==> src/rtl/trap_pkg.sv <==
// rtl/trap_pkg.sv - trap sequencer states, CSR addresses and mstatus/privilege constants.
// TRAP_MTVAL_EN adds the mtval write state and its CSR address.
package trap_pkg;

    typedef enum logic [2:0] {
        S_IDLE      = 3'd0,
        S_E_MEPC    = 3'd1,
        S_E_MCAUSE  = 3'd2,
`ifdef TRAP_MTVAL_EN
        S_E_MTVAL   = 3'd3,
`endif
        S_E_MSTATUS = 3'd4,
        S_E_REDIR   = 3'd5,
        S_X_MSTATUS = 3'd6,
        S_X_REDIR   = 3'd7
    } state_t;

    localparam logic [11:0] CSR_MSTATUS = 12'h300;
    localparam logic [11:0] CSR_MTVEC   = 12'h305;
    localparam logic [11:0] CSR_MEPC    = 12'h341;
    localparam logic [11:0] CSR_MCAUSE  = 12'h342;
`ifdef TRAP_MTVAL_EN
    localparam logic [11:0] CSR_MTVAL   = 12'h343;
`endif

    localparam int MSTATUS_MIE    = 3;
    localparam int MSTATUS_MPIE   = 7;
    localparam int MSTATUS_MPP_LO = 11;
    localparam int MSTATUS_MPP_HI = 12;

    localparam logic [1:0] PRIV_U = 2'b00;
    localparam logic [1:0] PRIV_M = 2'b11;

endpackage

==> src/rtl/trap_mstatus_upd.sv <==
// rtl/trap_mstatus_upd.sv - mstatus interrupt-stack update for trap entry (push) and mret (pop).
module trap_mstatus_upd
    import trap_pkg::*;
#(
    parameter int XLEN = 64
) (
    input  logic [XLEN-1:0] mstatus_in,
    input  logic [1:0]      priv_lvl,
    input  logic            is_entry,
    output logic [XLEN-1:0] mstatus_out,
    output logic [1:0]      mpp_out
);

    always_comb begin
        mstatus_out = mstatus_in;
        if (is_entry) begin
            mstatus_out[MSTATUS_MPIE]                  = mstatus_in[MSTATUS_MIE];
            mstatus_out[MSTATUS_MIE]                   = 1'b0;
            mstatus_out[MSTATUS_MPP_HI:MSTATUS_MPP_LO] = priv_lvl;
        end else begin
            mstatus_out[MSTATUS_MIE]                   = mstatus_in[MSTATUS_MPIE];
            mstatus_out[MSTATUS_MPIE]                  = 1'b1;
            mstatus_out[MSTATUS_MPP_HI:MSTATUS_MPP_LO] = PRIV_U;
        end
    end

    assign mpp_out = mstatus_in[MSTATUS_MPP_HI:MSTATUS_MPP_LO];

endmodule

==> src/rtl/trap_ctrl.sv <==
// rtl/trap_ctrl.sv - machine-mode trap entry/exit sequencer owning the CSR write port.
// TRAP_MTVAL_EN adds the mtval write step (entry latency 5 instead of 4).
module trap_ctrl
    import trap_pkg::*;
#(
    parameter int         XLEN       = 64,
    parameter logic [1:0] RESET_PRIV = 2'b11
) (
    input  logic            clk,
    input  logic            rst,
    input  logic            exc_en,
    input  logic [3:0]      exc_code,
    input  logic [XLEN-1:0] exc_val,
    input  logic            mret,
    input  logic [XLEN-1:0] pc_addr,
    input  logic [XLEN-1:0] csr_rdata,
    output logic [11:0]     csr_raddr,
    output logic            csr_we,
    output logic [11:0]     csr_waddr,
    output logic [XLEN-1:0] csr_wdata,
    output logic            trap_taken,
    output logic            trap_done,
    output logic            pc_redirect,
    output logic [XLEN-1:0] pc_target,
    output logic [1:0]      priv_lvl
);

    localparam logic [XLEN-1:0] ALIGN_MASK = {{(XLEN-2){1'b1}}, 2'b00};

    state_t          r_state;
    state_t          w_next;
    logic [1:0]      r_priv;
    logic [1:0]      r_mpp;
    logic [XLEN-1:0] r_epc;
    logic [3:0]      r_cause;
    logic [XLEN-1:0] w_mstatus_new;
    logic [1:0]      w_mpp;
    logic            w_is_entry;

`ifdef TRAP_MTVAL_EN
    logic [XLEN-1:0] r_tval;
`else
    logic            w_unused_tval;
    assign w_unused_tval = ^exc_val;
`endif

    assign w_is_entry = (r_state == S_E_MSTATUS);
    assign priv_lvl   = r_priv;

    trap_mstatus_upd #(.XLEN(XLEN)) u_mstatus_upd (
        .mstatus_in  (csr_rdata),
        .priv_lvl    (r_priv),
        .is_entry    (w_is_entry),
        .mstatus_out (w_mstatus_new),
        .mpp_out     (w_mpp)
    );

    always_ff @(posedge clk) begin
        if (rst) begin
            r_state <= S_IDLE;
            r_priv  <= RESET_PRIV;
            r_mpp   <= '0;
            r_epc   <= '0;
            r_cause <= '0;
`ifdef TRAP_MTVAL_EN
            r_tval  <= '0;
`endif
        end else begin
            r_state <= w_next;
            if (r_state == S_IDLE && exc_en) begin
                r_epc   <= pc_addr;
                r_cause <= exc_code;
`ifdef TRAP_MTVAL_EN
                r_tval  <= exc_val;
`endif
            end
            // MPP is read while mstatus is being rewritten; keep it for the redirect cycle.
            if (r_state == S_X_MSTATUS) begin
                r_mpp <= w_mpp;
            end
            if (r_state == S_E_REDIR) begin
                r_priv <= PRIV_M;
            end else if (r_state == S_X_REDIR) begin
                r_priv <= r_mpp;
            end
        end
    end

    always_comb begin
        w_next      = r_state;
        csr_raddr   = '0;
        csr_we      = 1'b0;
        csr_waddr   = '0;
        csr_wdata   = '0;
        trap_taken  = 1'b0;
        trap_done   = 1'b0;
        pc_redirect = 1'b0;
        pc_target   = '0;
        case (r_state)
            S_IDLE: begin
                if (exc_en) begin
                    w_next = S_E_MEPC;
                end else if (mret) begin
                    w_next = S_X_MSTATUS;
                end
            end
            S_E_MEPC: begin
                trap_taken = 1'b1;
                csr_we     = 1'b1;
                csr_waddr  = CSR_MEPC;
                csr_wdata  = r_epc & ALIGN_MASK;
                w_next     = S_E_MCAUSE;
            end
            S_E_MCAUSE: begin
                trap_taken = 1'b1;
                csr_we     = 1'b1;
                csr_waddr  = CSR_MCAUSE;
                csr_wdata  = {{(XLEN-4){1'b0}}, r_cause};
`ifdef TRAP_MTVAL_EN
                w_next     = S_E_MTVAL;
`else
                w_next     = S_E_MSTATUS;
`endif
            end
`ifdef TRAP_MTVAL_EN
            S_E_MTVAL: begin
                trap_taken = 1'b1;
                csr_we     = 1'b1;
                csr_waddr  = CSR_MTVAL;
                csr_wdata  = r_tval;
                w_next     = S_E_MSTATUS;
            end
`endif
            S_E_MSTATUS: begin
                trap_taken = 1'b1;
                csr_raddr  = CSR_MSTATUS;
                csr_we     = 1'b1;
                csr_waddr  = CSR_MSTATUS;
                csr_wdata  = w_mstatus_new;
                w_next     = S_E_REDIR;
            end
            S_E_REDIR: begin
                trap_taken  = 1'b1;
                csr_raddr   = CSR_MTVEC;
                pc_redirect = 1'b1;
                pc_target   = csr_rdata & ALIGN_MASK;
                w_next      = S_IDLE;
            end
            S_X_MSTATUS: begin
                trap_done = 1'b1;
                csr_raddr = CSR_MSTATUS;
                csr_we    = 1'b1;
                csr_waddr = CSR_MSTATUS;
                csr_wdata = w_mstatus_new;
                w_next    = S_X_REDIR;
            end
            S_X_REDIR: begin
                trap_done   = 1'b1;
                csr_raddr   = CSR_MEPC;
                pc_redirect = 1'b1;
                pc_target   = csr_rdata & ALIGN_MASK;
                w_next      = S_IDLE;
            end
            default: begin
                w_next = S_IDLE;
            end
        endcase
    end

endmodule
==> config.mk <==
export PLATFORM = sky130hd
export DESIGN_NAME = trap_ctrl
export DESIGN_NICKNAME = d
export VERILOG_FILES = /design/src/rtl/trap_pkg.sv /design/src/rtl/trap_mstatus_upd.sv /design/src/rtl/trap_ctrl.sv
export SDC_FILE = /design/constraint.sdc
export NUM_CORES = 1
export LEC_CHECK = 0
export CELL_PAD_IN_SITES_DETAIL_PLACEMENT = 1
export CELL_PAD_IN_SITES_GLOBAL_PLACEMENT = 2
export CORE_UTILIZATION = 15
export CTS_BUF_LIST = sky130_fd_sc_hd__clkbuf_2
export DETAILED_ROUTE_END_ITERATION = 7
export HOLD_SLACK_MARGIN = 0.03
export PLACE_DENSITY = 0.9
export REMOVE_ABC_BUFFERS = 1
export SYNTH_ARGS = -nofsm -noshare
export SYNTH_HDL_FRONTEND = slang
export SYNTH_SLANG_ARGS = --single-unit
==> constraint.sdc <==
create_clock -name clk -period 1.8 [get_ports clk]
set_clock_uncertainty 0.1 [all_clocks]
set_input_delay 0.36 -clock clk [delete_from_list [all_inputs] [get_ports clk]]
set_output_delay 0.36 -clock clk [all_outputs]
set_load 0.01 [all_outputs]
# == Word-level counts from Yosys, hierarchy flattened ==
# Cells that the tools add are included.
# totals
regBits,75
in_bits,200
output_inout_bits,158
elab_cells,34
# op_classes
eq_ne,7
n_mux,14
n_reduce_logical,8
# ops
operator,n
case mux 64 bit (3 select lines),1
2-to-1 mux 64 bit,1
case mux 10 bit (3 select lines),2
case mux 3 bit (5 select lines),1
"equality test 3 bit, second input constant",4
OR reduction 2 bit,4
OR reduction 4 bit,2
2-to-1 mux 1 bit,6
2-to-1 mux 3 bit,2
"equality test 3 x 1 -> 1 bit, second input constant",1
"equality test 3 x 2 -> 1 bit, second input constant",1
zero test 3 bit,1
"!= test 3 bit, second input constant",1
2-to-1 mux 2 bit,1
logical AND 1 bit,1

# == Longest topological paths before layout ==
# logic_depth
depth_word,3
ltp_mapped,5
mapped_depth_nobuf,4

# == Hierarchy ==
# From an unflattened synthesis, not the netlist that was laid out.
# unflattened
cells_unflattened,581
hier_area_um2,4376.7
# modules_own_cells
mod,n_inst,cells_per_inst,area_each_um2,seq_area_each_um2
trap_ctrl,1,515,3886.2,1461.4
trap_mstatus_upd,1,66,490.5,0.0

# == Least setup slack after synthesis ==
# No wires, ideal clock.
# synth_timing
path_type,flip-flop to output port
from,register r_state[2]
to,output port csr_waddr[9]
arrival_time_ps,1481
required_ps,1340
setup_slack_ps,-141
path_stages_with_launch,6
n_path_buf,3
path_cell_list,dfxtp_1 clkbuf_1 clkbuf_1 nor2_1 xnor2_1 buf_4
# synth_between
elab_chain_cells,3
word_cells_on_any_way,6
classes_between,eq/ne (4); mux (1); reduce/logical (1)
# synth_lines
item,line,source
start: declaration,trap_ctrl.sv:30,state_t r_state;
start signal: assignment,trap_ctrl.sv:69,r_state <= w_next;
equality test 3 bit,trap_ctrl.sv:99,case (r_state)
OR reduction 2 bit (no source line),n/a,
case mux 10 bit (3 select lines) *,trap_ctrl.sv:99,
end: declaration,trap_ctrl.sv:19,"output logic [11:0] csr_waddr,"
# Mark *: on every way between the ends. The rest lies on a longest branch, timed or not.

# == Worst setup path after layout ==
# layout_timing
from,register r_state[1]
to,output port csr_wdata[21]
# layout_between
elab_chain_cells,3
word_cells_on_any_way,6
classes_between,eq/ne (4); mux (1); reduce/logical (1)
# layout_lines
item,line,source
equality test 3 bit,trap_ctrl.sv:99,
OR reduction 2 bit (no source line),n/a,
case mux 64 bit (3 select lines) *,trap_ctrl.sv:99,
end: declaration,trap_ctrl.sv:20,"output logic [XLEN-1:0] csr_wdata,"
# Marked as above.

==> impl_metrics.toml <==
[die]
initial_core_util = 0.154
core-area_um2 = 25400
die_y_um = 163
die_w_um = 163
dieArea_um2 = 26700
row_count = 58
ioPinCount = 358

[clock_network]
clockBufferDepth = 2
h-tree-depth = 3
clock-sinks = 73
clkTransAtPathRegs_ps = 250
holdBufCountCts = 0
cts_tree = "done"
numCtsBuffers = 9
cts_root_buf = "clkbuf_2"
worstSkewPairLatency_ps = 570

[detailed_routing]
via_per_inst = 4.31
dr.first_iter.drc_count = 126
drc = 0
ant_nets = 0
routedWlPerCell_um = 19.0
wl_um = 22800
dr.pass1.iters = 4
vias = 5175

[min_path]
min_path_type = "primary input to flip-flop"

[flow_run]
drv_cap = 0

[power_and_ir_drop]
leakage_nw = 4.08
peakVddDrop_uv = 252
finalPower_mw = 5.90
power.density_nw_per_um2 = 640

[critical_path]
critPathCaptureType = "output pin"
start_kind = "flip-flop"
worstSetupPathType = "flip-flop to output pin"
path_max_fanout = 6
critPathCapture = "csr_wdata[21]"
setup.worst_path.start = "r_state[1]"
rrSetupSlack_ps = -470
cp.required_ps = 1340
r2r_cells = 12
r2r_end = "r_epc[13]"
r2r_start = "r_state[2]"
critPathArrivalTime_ps = 1930

[timing]
post-route-period-util = 1.33
rsz0062_at_grt = "yes"
setup_ws_ps = -595
report.final.slew_viol_count = 0
tightest_slew_ps = 526
hold_violations = 0
maxSlewHeadroom = 0.649
setup_viol = 207
fmax_mhz = 418
fin_crit_ps = 2390

[global_route]
grt_usage = 0.156
overflow = 0
antenna_found_initial = 0
grt_pass1_wl_um = 31400
grt_max_degree = 74
grt_pass1_vias = 5378

[status]
status = "finished, violations left"
violations = "setup timing"

[synth]
synth_top_family_by_area = "simple AND/OR/NAND/NOR gates"
synthMuxAreaShare = 0
yosysWarnings = 0
yosysTopAreaCell = "dfxtp_1"
synthTopCellsByArea = "dfxtp_1 37%, a22o_1 13%, nand2_1 13%"
synth_cells = 518
syn_area_um2 = 3910
ys_types = 27
ys_seq_area_frac = 0.374
synthAdderAreaFrac = 0
ys_ff_latch = 73
synth.top_cell.area_share = 0.374
synthXorXnorAreaFrac = 0.00672
synth-simple-area-share = 0.278
synth_compound_area_frac = 0.237
avgSynthCellArea_um2 = 7.54

[placed_design]
placed_cell_area_um2 = 7140
hpwlAfterDp_um = 13000
io_buffer_count = 275
place.gp.congestion = 0.747
dp.cells = 1104

[cells_and_area]
final_net_count = 1066
drive_above_1_share = 0.536
layout_common_cells = "136 x clkdlybuf4s50_1, 99 x buf_6, 79 x buf_2"
final_cell_area_um2 = 9220
num_antenna_cells = 0
fillers = 2851
multi_input_area_um2 = 3020
seqCellArea_um2 = 1480
layout_commonest_cell = "clkdlybuf4s50_1"
area_growth_syn_to_layout_pct = 136
instances_no_fill = 1201
sequential cells by signal, summed over array words and instances (netlist names):
register  count
priv_lvl      2
r_cause       4
r_epc        62
r_mpp         2
r_state       3
cell usage after synthesis:
master,n
dfxtp_1,73
nand3b_1,2
inv_1,2
o21ai_0,4
nor2_1,9
buf_2,11
o21bai_1,2
nor4b_2,1
nor3b_1,2
conb_1,1
buf_4,22
and2_1,2
a22o_1,59
and3_1,63
clkbuf_1,34
a21oi_1,69
nor3_1,2
nand2_1,137
buf_6,4
buf_1,1
a22oi_1,4
nor3b_2,1
or2_2,1
nor2b_1,5
nand3_1,3
xnor2_1,3
or4b_1,1
timing repair:
| action | in CTS | in global routing |
|---|---|---|
| pin swaps | 27 | 110 |
| endpoints found under the setup margin | 208 | 209 |
| gates cloned | 20 | 5 |
| resized for setup | 731 | 252 |
| setup buffers | 54 | 20 |
routing by layer:
layer  vias to the layer above  wire length [um]  part of all wire  global-route usage
li1                       2463                 -                 -                   -
met1                      2517              9120              0.40               0.180
met2                       173             12100              0.53               0.291
met3                        22              1240             0.054              0.0356
met4                         0               317             0.014              0.0310
met5                         -                 0                 0                   0
cell type report:
| cell class | count | area share |
|---|---|---|
| clock buffer | 12 | 0.00652 |
| sequential | 73 | 0.160 |
| inverter | 2 | 0.000815 |
| multi-input combinational | 386 | 0.328 |
| clock inverter | 4 | 0.00217 |
| tap | 330 | 0.0448 |
| timing repair buffer | 394 | 0.458 |
cell families (layout without fill, tap and decap cells):
logic type / Yosys count / after routing
buffers and inverters: 74 / 412
other: 1 / 16
flip-flops: 73 / 73
XOR/XNOR: 3 / 3
AO/OA/AOI/OAI: 138 / 138
AND/OR/NAND/NOR: 229 / 229
worst max-delay path: stages, from the launching register on:
cell	delay, ps
dfxtp_4	420
nor3b_4	230
buf_6	170
buf_12	120
buf_16	120
a22o_1	160
buf_2	140
report_power, final:
part           internal (mW)  switching (mW)  leakage [nW]  total (mW)
logic                   1.76            1.44          3.42        3.20
clock network          0.190           0.653        0.0655       0.843
registers               1.76           0.100         0.598        1.86
metrics by stage:
| step | worst slack (ps) | TNS [ps] | hold slack, ps | utilization |
|---|---|---|---|---|
| after floorplan | -2750 | -348940 | 329 | - |
| after global placement | -372 | -50930 | 345 | 0.281 |
| after detailed placement | -384 | -52200 | 350 | 0.281 |
| after CTS | -627 | -85190 | 121 | 0.327 |
| after global routing | -762 | -121980 | 108 | 0.363 |
| final | -595 | -95600 | 195 | 0.363 |
worst min-delay path by stage:
stage	startpoint	to	slack [ps]	depth (start not counted)
2_1_floorplan	rst	r_cause[0]	330	1
3_3_place_gp	r_epc[49]	r_epc[49]	340	2
3_5_place_dp	r_epc[52]	r_epc[52]	350	2
4_1_cts	rst	r_epc[48]	120	3
5_1_grt	pc_addr[48]	r_epc[48]	110	3
6_report	rst	r_epc[31]	200	3
No activity file was read; power rests on OpenSTA's default activity.
